File: src/rtl/pc_unit.sv
// pc_unit: RV32I fetch-stage program counter with redirect, stall, fetch handshake and boot/run/halt FSM
//   clk, rst          clock; asynchronous active-high reset
//   stall             hold the pc (hazard unit)
//   redirect_valid    redirect request this cycle
//   redirect_mode     00 relative, 01 absolute (JALR), 10 trap, 11 reserved (no effect)
//   redirect_base     branch pc (mode 00) or rs1 (mode 01)
//   redirect_offset   sign-extended immediate
//   fetch_ready       instruction memory accepts pc
//   fetch_valid       pc is a valid fetch address
//   pc, pc_plus_inc   current fetch address and its link value pc + INC
//   misaligned        last requested target was misaligned (held while halted)
//   halted            FSM is in HALT
module pc_unit #(
   parameter int unsigned XLEN = 32,
   parameter logic [31:0] RESET_VECTOR = 32'h0000_0000,
   parameter logic [31:0] TRAP_VECTOR = 32'h0000_0100,
   parameter int unsigned INC = 4
) (
   input  logic            clk,
   input  logic            rst,
   input  logic            stall,
   input  logic            redirect_valid,
   input  logic [1:0]      redirect_mode,
   input  logic [XLEN-1:0] redirect_base,
   input  logic [XLEN-1:0] redirect_offset,
   input  logic            fetch_ready,
   output logic            fetch_valid,
   output logic [XLEN-1:0] pc,
   output logic [XLEN-1:0] pc_plus_inc,
   output logic            misaligned,
   output logic            halted
);
   typedef enum logic [1:0] {BOOT, RUN, HALT} state_t;
   localparam logic [XLEN-1:0] RV = RESET_VECTOR[XLEN-1:0];
   localparam logic [XLEN-1:0] TV = TRAP_VECTOR[XLEN-1:0];
   localparam logic [XLEN-1:0] INC_W = INC[XLEN-1:0];
   state_t state_q, state_d;
   logic [XLEN-1:0] pc_q, pc_d, sum, target;
   logic mis_q, mis_d, trap, jump, bad;
   assign sum = redirect_base + redirect_offset;
   // JALR clears bit 0 of the computed target
   assign target = redirect_mode[0] ? {sum[XLEN-1:1], 1'b0} : sum;
   assign bad = (INC == 2) ? target[0] : |target[1:0];
   assign trap = redirect_valid && redirect_mode == 2'b10;
   assign jump = redirect_valid && !redirect_mode[1];
   always_comb begin
      state_d = state_q;
      pc_d = pc_q;
      mis_d = mis_q;
      case (state_q)
         BOOT: begin
            state_d = RUN;
            pc_d = trap ? TV : pc_q;
         end
         RUN: begin
            if (trap) begin
               pc_d = TV;
               mis_d = 1'b0;
            end else if (jump) begin
               // a misaligned target freezes pc at its pre-redirect value
               state_d = bad ? HALT : RUN;
               mis_d = bad;
               pc_d = bad ? pc_q : target;
            end else if (!stall && fetch_ready) begin
               pc_d = pc_q + INC_W;
            end
         end
         HALT: begin
            if (trap) begin
               state_d = RUN;
               pc_d = TV;
               mis_d = 1'b0;
            end
         end
         default: state_d = BOOT;
      endcase
   end
   always_ff @(posedge clk or posedge rst) begin
      if (rst) begin
         state_q <= BOOT;
         pc_q <= RV;
         mis_q <= 1'b0;
      end else begin
         state_q <= state_d;
         pc_q <= pc_d;
         mis_q <= mis_d;
      end
   end
   assign pc = pc_q;
   assign pc_plus_inc = pc_q + INC_W;
   assign misaligned = mis_q;
   assign fetch_valid = state_q == RUN;
   assign halted = state_q == HALT;
endmodule

File: config.mk
export PLATFORM = sky130hd
export DESIGN_NAME = pc_unit
export DESIGN_NICKNAME = d
export VERILOG_FILES = /design/src/rtl/pc_unit.sv
export SDC_FILE = /design/constraint.sdc
export NUM_CORES = 1
export LEC_CHECK = 0
export ABC_CLOCK_PERIOD_IN_PS = 2750
export CORE_MARGIN = 5
export CORE_UTILIZATION = 31
export DETAILED_ROUTE_END_ITERATION = 8
export HOLD_SLACK_MARGIN = 0.15
export MAX_ROUTING_LAYER = met4
export PLACE_DENSITY_LB_ADDON = 0.15
export SKIP_LAST_GASP = 1
export SLEW_MARGIN = 10
export SYNTH_ARGS = -nofsm -noshare
export SYNTH_HDL_FRONTEND = slang
export SYNTH_SLANG_ARGS = --single-unit
File: constraint.sdc
create_clock -name clk -period 2.75 [get_ports clk]
set_input_delay 0.55 -clock clk [delete_from_list [all_inputs] [get_ports clk]]
set_output_delay 0.55 -clock clk [all_outputs]
set_load 0.01 [all_outputs]
==> results by group, run 1 <==
Outcome
  – Outcome: complete, no violations

Layout
  – P&R area growth vs syn: 76.8%
  – Area of the multi-input gates: 0.00323 sq mm
  – Nets: 855
  – Filler cell count: 1193
  – Sequential Area: 876 sq um
  – Post-Layout Cell Count: 920
  – Layout cell share with drive strength beyond 1: 27.7%
  – Antenna cells: 0

Placement
  – Dpl cells: 905
  – Placer congestion estimate: 0.851
  – Setup WS pre-CTS: -649 ps
  – I/O Buffers: 137
  – HPWL after DPL: 11300 um

Logic synthesis
  – Warnings from Yosys: 0
  – Synth top area share: 22.5%
  – Mapped cell area: 0.00389 sq mm
  – Most frequent cell after synthesis: o21ai_0
  – Asr flop ratio synth: 100%
  – Avg Inst Size Synth: 7.87 sq um
  – Syn nets: 602
  – Top post-synthesis cells by count: o21ai_0, nand2_1, a21oi_1
  – Synth Instances: 494
  – #FFs+latches synth: 35
  – Post-synth EDFFs: 0
  – Synth unique cells: 59
  – Seq/Total Area, Yosys: 22.5%
  – Primary FF master, synth: dfrtp_1
  – Area leader, netlist: dfrtp_1
  – Synth top area cells: dfrtp_1, ha_1, xnor2_1

Floorplan
  – Die area: 0.0149 sq mm
  – Die Width: 122 um
  – Initial Utilization: 31.2%
  – Chip height: 122 um
  – Row count: 41
  – Core ar.: 0.0125 sq mm
  – Num ports: 138

Drt
  – Remaining DRCs: 0
  – Via density: 5.00
  – WL final: 14400 um
  – 1st-iter DRT viols: 241
  – Drt wl/cell: 15.6 um
  – DR pass1 iterations: 4
  – Post-route ant nets: 0
  – Vias: 4596

Min path
  – Hold_sp: misaligned$_DFFE_PP0P_
  – Worst Hold Class: register to register

Worst setup path
  – R2R Path Start: state_q[1]$_DFFE_PP0P_
  – Largest fanout on the critical path: 5
  – Type of origin of the critical path: register
  – Critical Path Start: pc[2]$_DFFE_PP0P_
  – Crit Path Category: register to output pin
  – Worst EP required: 2200 ps
  – Worst Setup End Kind: output pin
  – Critical path arrival: 2140 ps
  – R2R Setup Slk: 560 ps

Timing
  – Crit share post-route: 97.9%
  – Max Fclk: 371 MHz
  – Max-slew violation count: 0
  – Post-route setup slack: 58.2 ps
  – Tmin final: 2690 ps
  – Clock skew: 5.08 ps
  – Tightest Pin Transition: 493 ps
  – Final hold viol count: 0
  – RSZ-0062 raised after global routing: yes
  – Final setup vio count: 0
  – Slew headroom: 67.2%

Clock network
  – Htree depth: 2
  – Clock Latency Late Sink: 280 ps
  – Clock transition at path regs: 60 ps
  – CTS Buf Count: 5
  – # hold bufs at CTS: 0
  – CTS root buf: clkbuf_16
  – CTS tree: yes
  – TritonCTS Sinks: 35
  – Maximum root-to-sink buffer count: 2

Global routing
  – First-pass GRT wire length: 22700 um
  – Vias in the first global route: 4639
  – Pin count of the biggest net entering global routing: 36
  – Total track usage: 19.2%
  – Gr ovfl total: 0
  – Initial antenna violation count: 0

Power and ir drop
  – Max VDD drop: 0.000292 V
  – Leak: 0.00326 uW
  – Power density cells: 709 mW/mm^2

Flow run
  – Max-cap viol count: 0
critical path, stage by stage, from the launching register on:
cell and delay (ps):
dfrtp_1 350, buf_4 140, nand2_1 80, nor3_2 230, buf_4 160, nand3_1 160
xnor2_1 180, clkdlybuf4s50_1 550
cell usage in the layout (no fill, tap or decap), drive strengths merged, types with 13 or more instances in the layout:
cell | synthesis | final
buf | 4 | 129
clkdlybuf4s50 | 0 | 92
o21ai | 65 | 65
nand2 | 50 | 50
a21oi | 42 | 42
nor2 | 37 | 37
ha | 36 | 36
dfrtp | 35 | 35
xnor2 | 32 | 32
xor2 | 23 | 23
dlymetal6s2s | 0 | 22
nand3 | 18 | 18
inv | 16 | 16
dlygate4sd2 | 0 | 14
a22oi | 13 | 13
clkbuf | 14 | 13
per-layer routing:
layer / up-vias / GRT usage (%) / share of wire, %
met2: 109 / 32.8 / 50
met5: - / - / 0
met4: 0 / 3.99 / 1.2
met3: 12 / 1.95 / 3.8
met1: 2175 / 24.7 / 45
li1: 2300 / - / -
registers in the layout (all words and copies together) (netlist names):
register / count
pc: 32
misaligned: 1
state_q: 2
path summary, 6_finish.rpt:
check | endpoint | cells past startpoint
setup / recovery | pc_plus_inc[19] | 7
hold / removal | misaligned$_DFFE_PP0P_ | 2
setup reg to reg | pc[10]$_DFFE_PP0P_ | 9
hold reg to reg | misaligned$_DFFE_PP0P_ | 2
max in group asynchronous | pc[9]$_DFFE_PP0P_ | 3
min in group asynchronous | state_q[1]$_DFFE_PP0P_ | 3
power breakdown:
group / switching, uW / internal (uW)
registers: 180 / 730
clock network: 216 / 335
logic: 1650 / 1760
layout make-up:
| type | instances | area share, % |
|---|---|---|
| Clock buffer | 7 | 1.93 |
| Clock inverter | 1 | 0.0728 |
| Inverter | 16 | 0.874 |
| Multi-Input combinational cell | 425 | 47.0 |
| Sequential cell | 35 | 12.7 |
| Tap cell | 172 | 3.13 |
| Timing Repair Buffer | 264 | 34.2 |
kinds of logic (layout without fill, tap and decap cells):
logic type,Yosys count,count (layout),share of synthesized area (%)
buffers and inverters,34,288,4.12
and+or+nand+nor,156,156,18.8
AOI/OAI and AO/OA,175,175,29.5
xor gates and xnor gates,55,55,12.4
adders and majority gates,37,37,12.1
DFF,35,35,22.5
muxes,2,2,0.515
stage by stage:
stage | instance area (sq um) | total power (uW) | setup TNS [ps] | util [%] | hold WS, ps
after CTS | 6650 | 4850 | -45.9 | 53.3 | 517
after detailed placement | 6290 | 4280 | -11450 | 50.5 | 504
after global placement | 6290 | 4230 | -10070 | 50.5 | 472
final | 6870 | 4870 | 0 | 55.1 | 507
after global routing | 6870 | 5240 | -270 | 55.1 | 549
after floorplan | 3890 | 2430 | 0 | - | 498
what timing repair did:
item                                    in CTS  in global routing
endpoints found under the setup margin      41                 30
cloned                                       0                  0
pin swaps                                   24                 31
buffers inserted                             4                  4
gates resized for setup                     64                 64
No activity file was read; power rests on OpenSTA's default activity.
==> run 2: changes to the inputs <==
ABC_AREA = 1   (was default)
ABC_CLOCK_PERIOD_IN_PS = 2200   (was 2750)
TNS_END_PERCENT = 30   (was default)
clock period = 2.2 ns   (was 2.75 ns; I/O delays follow)
==> results by group, run 2 <==
Logic synthesis
  – #FFs+latches synth: 35 (unchanged)
  – Synth top area share: 27.2% (+4.7 points)
  – Synth Instances: 962 (+95%)
  – Post-synth EDFFs: 0 (unchanged)
  – Seq/Total Area, Yosys: 16.8% (-5.8 points)
  – Synth unique cells: 40 (-32%)
  – Mapped cell area: 0.00522 sq mm (+34%)
  – Warnings from Yosys: 0 (unchanged)
  – Area leader, netlist: nand2_1
  – Syn nets: 1070 (+78%)
  – Most frequent cell after synthesis: nand2_1
  – Synth top area cells: nand2_1, dfrtp_1, inv_1
  – Top post-synthesis cells by count: nand2_1, inv_1, nor2_1
  – Avg Inst Size Synth: 5.43 sq um (-31%)
  – Primary FF master, synth: dfrtp_1
  – Asr flop ratio synth: 100% (unchanged)

Drt
  – 1st-iter DRT viols: 386 (+60%)
  – DR top layer: met4
  – DR WL met3: 1150 um (+110%)
  – Drt wl/cell: 13.2 um (-16%)
  – Met2 WL: 8740 um (+22%)
  – Post-route ant nets: 0 (unchanged)
  – DR pass1 iterations: 5 (+1)
  – M1 wire length: 9520 um (+47%)
  – Remaining DRCs: 0 (unchanged)
  – Via density: 4.49 (-10%)
  – WL final: 19700 um (+37%)
  – Vias: 6713 (+46%)

Global routing
  – Initial antenna violation count: 0 (unchanged)
  – Total track usage: 19.7% (+0.52 points)
  – Gr ovfl total: 0 (unchanged)
  – Vias in the first global route: 6232 (+34%)
  – First-pass GRT wire length: 31200 um (+37%)
  – Pin count of the biggest net entering global routing: 36 (unchanged)

Timing
  – Tmin final: 2360 ps
  – Final hold viol count: 0 (unchanged)
  – Tightest Pin Transition: 480 ps (-12.1 ps)
  – Final setup vio count: 22 (+22)
  – Max-slew violation count: 0 (unchanged)
  – Post-route setup slack: -163 ps (-222 ps)
  – Clock skew: 5.02 ps (-0.0508 ps)
  – Max Fclk: 423 MHz
  – Crit share post-route: 107%
  – Slew headroom: 68.0% (+0.81 points)
  – TNS Setup: -1520 ps (-1520 ps)
  – RSZ-0062 raised after global routing: yes

Placement
  – Placer congestion estimate: 0.920 (+8.0%)
  – HPWL after DPL: 15700 um (+39%)
  – Setup WS pre-CTS: -444 ps (+205 ps)
  – I/O Buffers: 137 (unchanged)
  – Dpl cells: 1443 (+59%)

Worst setup path
  – Critical path arrival: 1920 ps (-220 ps)
  – Crit Path Category: register to output pin
  – CP max stage delay: 420 ps (-130 ps)
  – Type of origin of the critical path: register
  – Cell Chain, Critical Path: nand2_2 > nor3_4 > buf_4 > nand2_4 > buf_6 > buf_6 > nor2_4 > xnor2_2 > inv_1 > buf_2
  – Worst Path Buf+Inv: 5 (+2)
  – Worst EP required: 1760 ps (-440 ps)
  – Largest fanout on the critical path: 4 (-1)
  – Top delay family on crit path: buffers and inverters
  – Worst Setup End Kind: output pin
  – Critical path's most frequent cell: buf_6
  – CP max-delay cell: dfrtp_2

Floorplan
  – Row count: 47 (+15%)
  – Die Width: 140 um (+15%)
  – Initial Utilization: 31.5% (+0.30 points)
  – Num ports: 138 (unchanged)
  – Chip height: 140 um (+15%)
  – Die area: 0.0195 sq mm (+31%)
  – Core ar.: 0.0166 sq mm (+33%)

Clock network
  – Maximum root-to-sink buffer count: 2 (unchanged)
  – Htree depth: 2 (unchanged)
  – CTS tree: yes
  – CTS Buf Count: 5 (unchanged)
  – CTS root buf: clkbuf_16
  – TritonCTS Sinks: 35 (unchanged)
  – Clock Latency Late Sink: 290 ps (about the same)
  – Clock transition at path regs: 60 ps (about the same)

Power and ir drop
  – Max VDD drop: 0.000417 V (+43%)
  – Power density cells: 661 mW/mm^2 (-6.8%)
  – Leak: 0.00491 uW (+51%)

Layout
  – Commonest cells after routing, fill and taps aside: nand2_1, inv_1, buf_4
  – Largest register FFs: 32 (unchanged)
  – Nets: 1382 (+62%)
  – Most common cell after layout, fill and taps aside: nand2_1
  – Layout cell share with drive strength beyond 1: 26.4% (-1.3 points)
  – Antenna cells: 0 (unchanged)
  – Post-Layout Cell Count: 1495 (+63%)
  – P&R area growth vs syn: 68.6%
  – Post-layout util: 53.1% (-2.1 points)

Flow run
  – Max-cap viol count: 0 (unchanged)

Outcome
  – Outcome: complete, but fails checks
  – Failing checks: setup timing

Min path
  – Worst Hold Class: register to register
run 2: cell count changes after synthesis, sizes merged, moves of 5 or more:
cell and delta:
xnor2 -29, a22oi -12, nand2 +337, a31oi -8, clkbuf -10, nor2 +58, nand2b -8, a21o -10
nand3 +52, and3 -10, o22ai +5, inv +179, o21ai -38, xor2 -14
run 2: cell families (layout without fill, tap and decap cells):
family | Yosys count | count (layout) | share of synthesized area (%)
compound gates | 91 | 91 | 10.1
xor+xnor | 12 | 12 | 2.16
fa+ha+maj | 37 | 37 | 9.01
simple gates | 580 | 580 | 46.5
buf+inv | 207 | 520 | 15.5
flops | 35 | 35 | 16.8
run 2: area by class of cell:
| cell class | instances | area (sq um) |
|---|---|---|
| Inverter | 195 | 737 |
| Fill cell | 1699 | 7780 |
| Clock buffer | 8 | 156 |
| Sequential cell | 35 | 878 |
| Tap cell | 220 | 275 |
| Timing Repair Buffer | 317 | 2730 |
| Multi-Input combinational cell | 720 | 4020 |
run 2: where the power goes:
part | internal (uW) | leakage [uW] | switching [uW]
registers | 830 | 0.000463 | 150
clock network | 482 | 0.0000772 | 272
logic | 2000 | 0.00437 | 2090
run 2: worst min-delay path: cells and delay by family (launching register included):
family / cells / cell delay (ps)
AOI/OAI and AO/OA: 1 / 60
DFF: 1 / 340
and+or+nand+nor: 1 / 50
run 2: metrics by stage:
stage	power (uW)	instance area [sq um]	hold WS, ps
after floorplan	2730	5220	519
after global placement	4600	7840	481
after detailed placement	4610	7840	476
after CTS	5520	8350	490
after global routing	6240	8800	536
final	5820	8800	484
run 2: final timing paths:
path,startpoint,endpoint,slack [ps],depth (start not counted)
setup / recovery,pc[7]$_DFFE_PP0P_,pc_plus_inc[18],-160,10
hold reg to reg,misaligned$_DFFE_PP0P_,misaligned$_DFFE_PP0P_,480,2
max in group asynchronous,rst,pc[7]$_DFFE_PP0P_,1260,3
hold / removal,misaligned$_DFFE_PP0P_,misaligned$_DFFE_PP0P_,480,2
min in group asynchronous,rst,pc[30]$_DFFE_PP0P_,580,3
setup reg to reg,pc[7]$_DFFE_PP0P_,pc[14]$_DFFE_PP0P_,-20,16
run 2: metal layers:
metal  global-route usage, %  up-vias
met5                       -        -
met4                    4.54        0
met3                    1.85       20
met2                    30.2      196
met1                    28.1     2926
li1                        -     3571
run 2: repair_timing:
item / CTS / global route
hold endpoints to repair: 0 / 0
setup buffers: 35 / 9
endpoints found under the setup margin: 59 / 60
pin swaps: 35 / 14
cloned: 0 / 1
gates resized for setup: 102 / 88
hold buffers: 0 / 0
==> run 3: changes to the inputs <==
SETUP_SLACK_MARGIN = 0.4   (was default)
SKIP_LAST_GASP = default   (was 1)
==> results by group, run 3 (synthesis gave the netlist of run 2 again) <==
Placement
  – I/O Buffers: 137 (unchanged)
  – Placer congestion estimate: 0.898 (-2.4%)
  – HPWL after DPL: 16000 um (+1.4%)
  – Cell area after placement: 0.00794 sq mm (+1.3%)
  – Setup WS pre-CTS: -502 ps (-58.2 ps)

Layout
  – Nets: 1411 (+2.1%)
  – Most common cell after layout, fill and taps aside: nand2_1
  – Filler cell count: 1506 (-11%)
  – Antenna cells: 0 (unchanged)
  – P&R area growth vs syn: 94.2%
  – Final Cell Area: 0.0101 sq mm (+15%)
  – Commonest cells after routing, fill and taps aside: nand2_1, inv_1, buf_4
  – Largest register FFs: 32 (unchanged)
  – Layout cell share with drive strength beyond 1: 41.3% (+15 points)
  – Sequential Area: 878 sq um (unchanged)
  – Area of the multi-input gates: 0.00497 sq mm (+24%)

Drt
  – Vias: 7112 (+5.9%)
  – Via density: 4.67 (+3.9%)
  – Met2 WL: 10600 um (+21%)
  – Drt wl/cell: 14.6 um (+11%)
  – DR WL met3: 968 um (-16%)
  – M1 wire length: 10200 um (+7.1%)
  – DR pass1 iterations: 5 (unchanged)
  – Post-route ant nets: 0 (unchanged)
  – 1st-iter DRT viols: 504 (+31%)
  – DR top layer: met4
  – WL final: 22200 um (+13%)
  – Remaining DRCs: 0 (unchanged)

Timing
  – Clock skew: 8.91 ps (+3.88 ps)
  – Tmin final: 2220 ps (-140 ps)
  – Final hold viol count: 0 (unchanged)
  – Post-route setup slack: -23.5 ps (+140 ps)
  – Crit share post-route: 101% (-6.4 points)
  – Final setup vio count: 3 (-86%)
  – Slew headroom: 67.0% (-1.0 points)
  – TNS Setup: -32.6 ps (+1490 ps)
  – Fin Hold WS: 496 ps (+12.0 ps)
  – Max-slew violation count: 0 (unchanged)
  – RSZ-0062 raised after global routing: yes
  – Max Fclk: 450 MHz (+6.3%)
  – Tightest Pin Transition: 495 ps (+14.9 ps)

Power and ir drop
  – Power density cells: 668 mW/mm^2 (+1.0%)
  – Leak: 0.00566 uW (+15%)
  – Psw: 3060 uW (+22%)
  – Gate power share: 75.0% (+4.8 points)
  – Max VDD drop: 0.000637 V (+53%)
  – Sw frac: 45.1% (+2.0 points)
  – Cell internal pwr: 3710 uW (+12%)
  – Clock power share: 10.3% (-2.7 points)
  – Flop pwr share: 14.7% (-2.1 points)

Worst setup path
  – Critical path arrival: 1780 ps (-140 ps)
  – Crit Path Category: register to output pin
  – Worst EP required: 1760 ps (about the same)
  – Worst Setup End Kind: output pin
  – Largest fanout on the critical path: 2 (-2)
  – Type of origin of the critical path: register

Clock network
  – Maximum root-to-sink buffer count: 2 (unchanged)
  – TritonCTS Sinks: 35 (unchanged)
  – CTS Buf Count: 5 (unchanged)
  – CTS root buf: clkbuf_16
  – Clock transition at path regs: 50 ps (about the same)
  – Clock Latency Late Sink: 290 ps (about the same)
  – Htree depth: 2 (unchanged)
  – CTS tree: yes

Outcome
  – Failing checks: setup timing
  – Outcome: complete, but fails checks

Floorplan
  – Die area: 0.0195 sq mm (unchanged)
  – Core ar.: 0.0166 sq mm (unchanged)
  – Num ports: 138 (unchanged)
  – Initial Utilization: 31.5% (unchanged)
  – Row count: 47 (unchanged)
  – Chip height: 140 um (unchanged)
  – Die Width: 140 um (unchanged)

Global routing
  – First-pass GRT wire length: 34000 um (+9.2%)
  – Pin count of the biggest net entering global routing: 36 (unchanged)
  – Vias in the first global route: 6838 (+9.7%)
  – Total track usage: 21.3% (+1.6 points)
  – Initial antenna violation count: 0 (unchanged)
  – Gr ovfl total: 0 (unchanged)

Flow run
  – Max-cap viol count: 0 (unchanged)

Min path
  – Worst Hold Class: register to register
run 3: cell count changes in the layout (fill, tap and decap cells not counted), sizes merged:
| cell | delta |
|---|---|
| dlygate4sd2 | +33 |
| buf | +54 |
| clkdlybuf4s50 | -78 |
| clkinv | +2 |
| clkdlybuf4s15 | -1 |
| clkbuf | -4 |
| dlymetal6s2s | +23 |
| inv | -1 |
| nand2 | +1 |
run 3: layout make-up:
type / instances / area share [%]
Clock buffer: 7 / 1.31
Clock inverter: 1 / 0.0494
Inverter: 195 / 7.39
Multi-Input combinational cell: 721 / 49.0
Sequential cell: 35 / 8.66
Tap cell: 220 / 2.72
Timing Repair Buffer: 345 / 30.8
run 3: per-stage QoR:
stage               cells  utilization (%)  power (uW)
detailed placement   1454             47.9        4640
global placement     1454             47.9        4620
finish               1524             61.1        6770
global route         1524             61.1        7180
floorplan             962                -        2730
CTS                  1503             55.6        5910
run 3: power by group through the flow:
stage | clock [uW] | sequential, uW | combinational, uW
after CTS | 709 | 974 | 4230
final | 697 | 996 | 5080
after global placement | 0 | 992 | 3630
after detailed placement | 0 | 995 | 3640
after global routing | 725 | 1020 | 5440
after floorplan | 0 | 1090 | 1640
run 3: worst max-delay path, stage by stage, from the launching register on:
cell and delay (ps):
dfrtp_1 370, buf_4 130, buf_4 120, nand2_2 70
nor2_4 130, nand4_1 130, nor2_2 150, nand2_1 70
nand2_1 60, nand2_1 70, inv_1 70, buf_2 120
run 3: what timing repair did:
item,in CTS,in global routing
pin swaps,98,104
gates cloned,1,1
hold buffers,0,0
setup endpoints to repair,76,68
buffers inserted,40,20
resized for setup,401,197
run 3: path summary, 6_finish.rpt:
check                                       startpoint                endpoint  slack [ps]  cells past startpoint
worst max-delay path                pc[16]$_DFFE_PP0P_         pc_plus_inc[24]         -20                     11
worst min-delay path            misaligned$_DFFE_PP0P_  misaligned$_DFFE_PP0P_         500                      2
worst max register to register  state_q[0]$_DFFE_PP0P_       pc[6]$_DFFE_PP0P_         180                     11
worst min register to register  misaligned$_DFFE_PP0P_  misaligned$_DFFE_PP0P_         500                      2
max in group asynchronous                          rst       pc[7]$_DFFE_PP0P_        1250                      3
min in group asynchronous                          rst      pc[23]$_DFFE_PP0P_         560                      3
run 3: per-layer routing:
metal | global-route usage [%] | vias up
met5 | - | -
met4 | 5.86 | 0
met3 | 1.92 | 37
met2 | 34.3 | 215
met1 | 28.8 | 3238
li1 | - | 3622
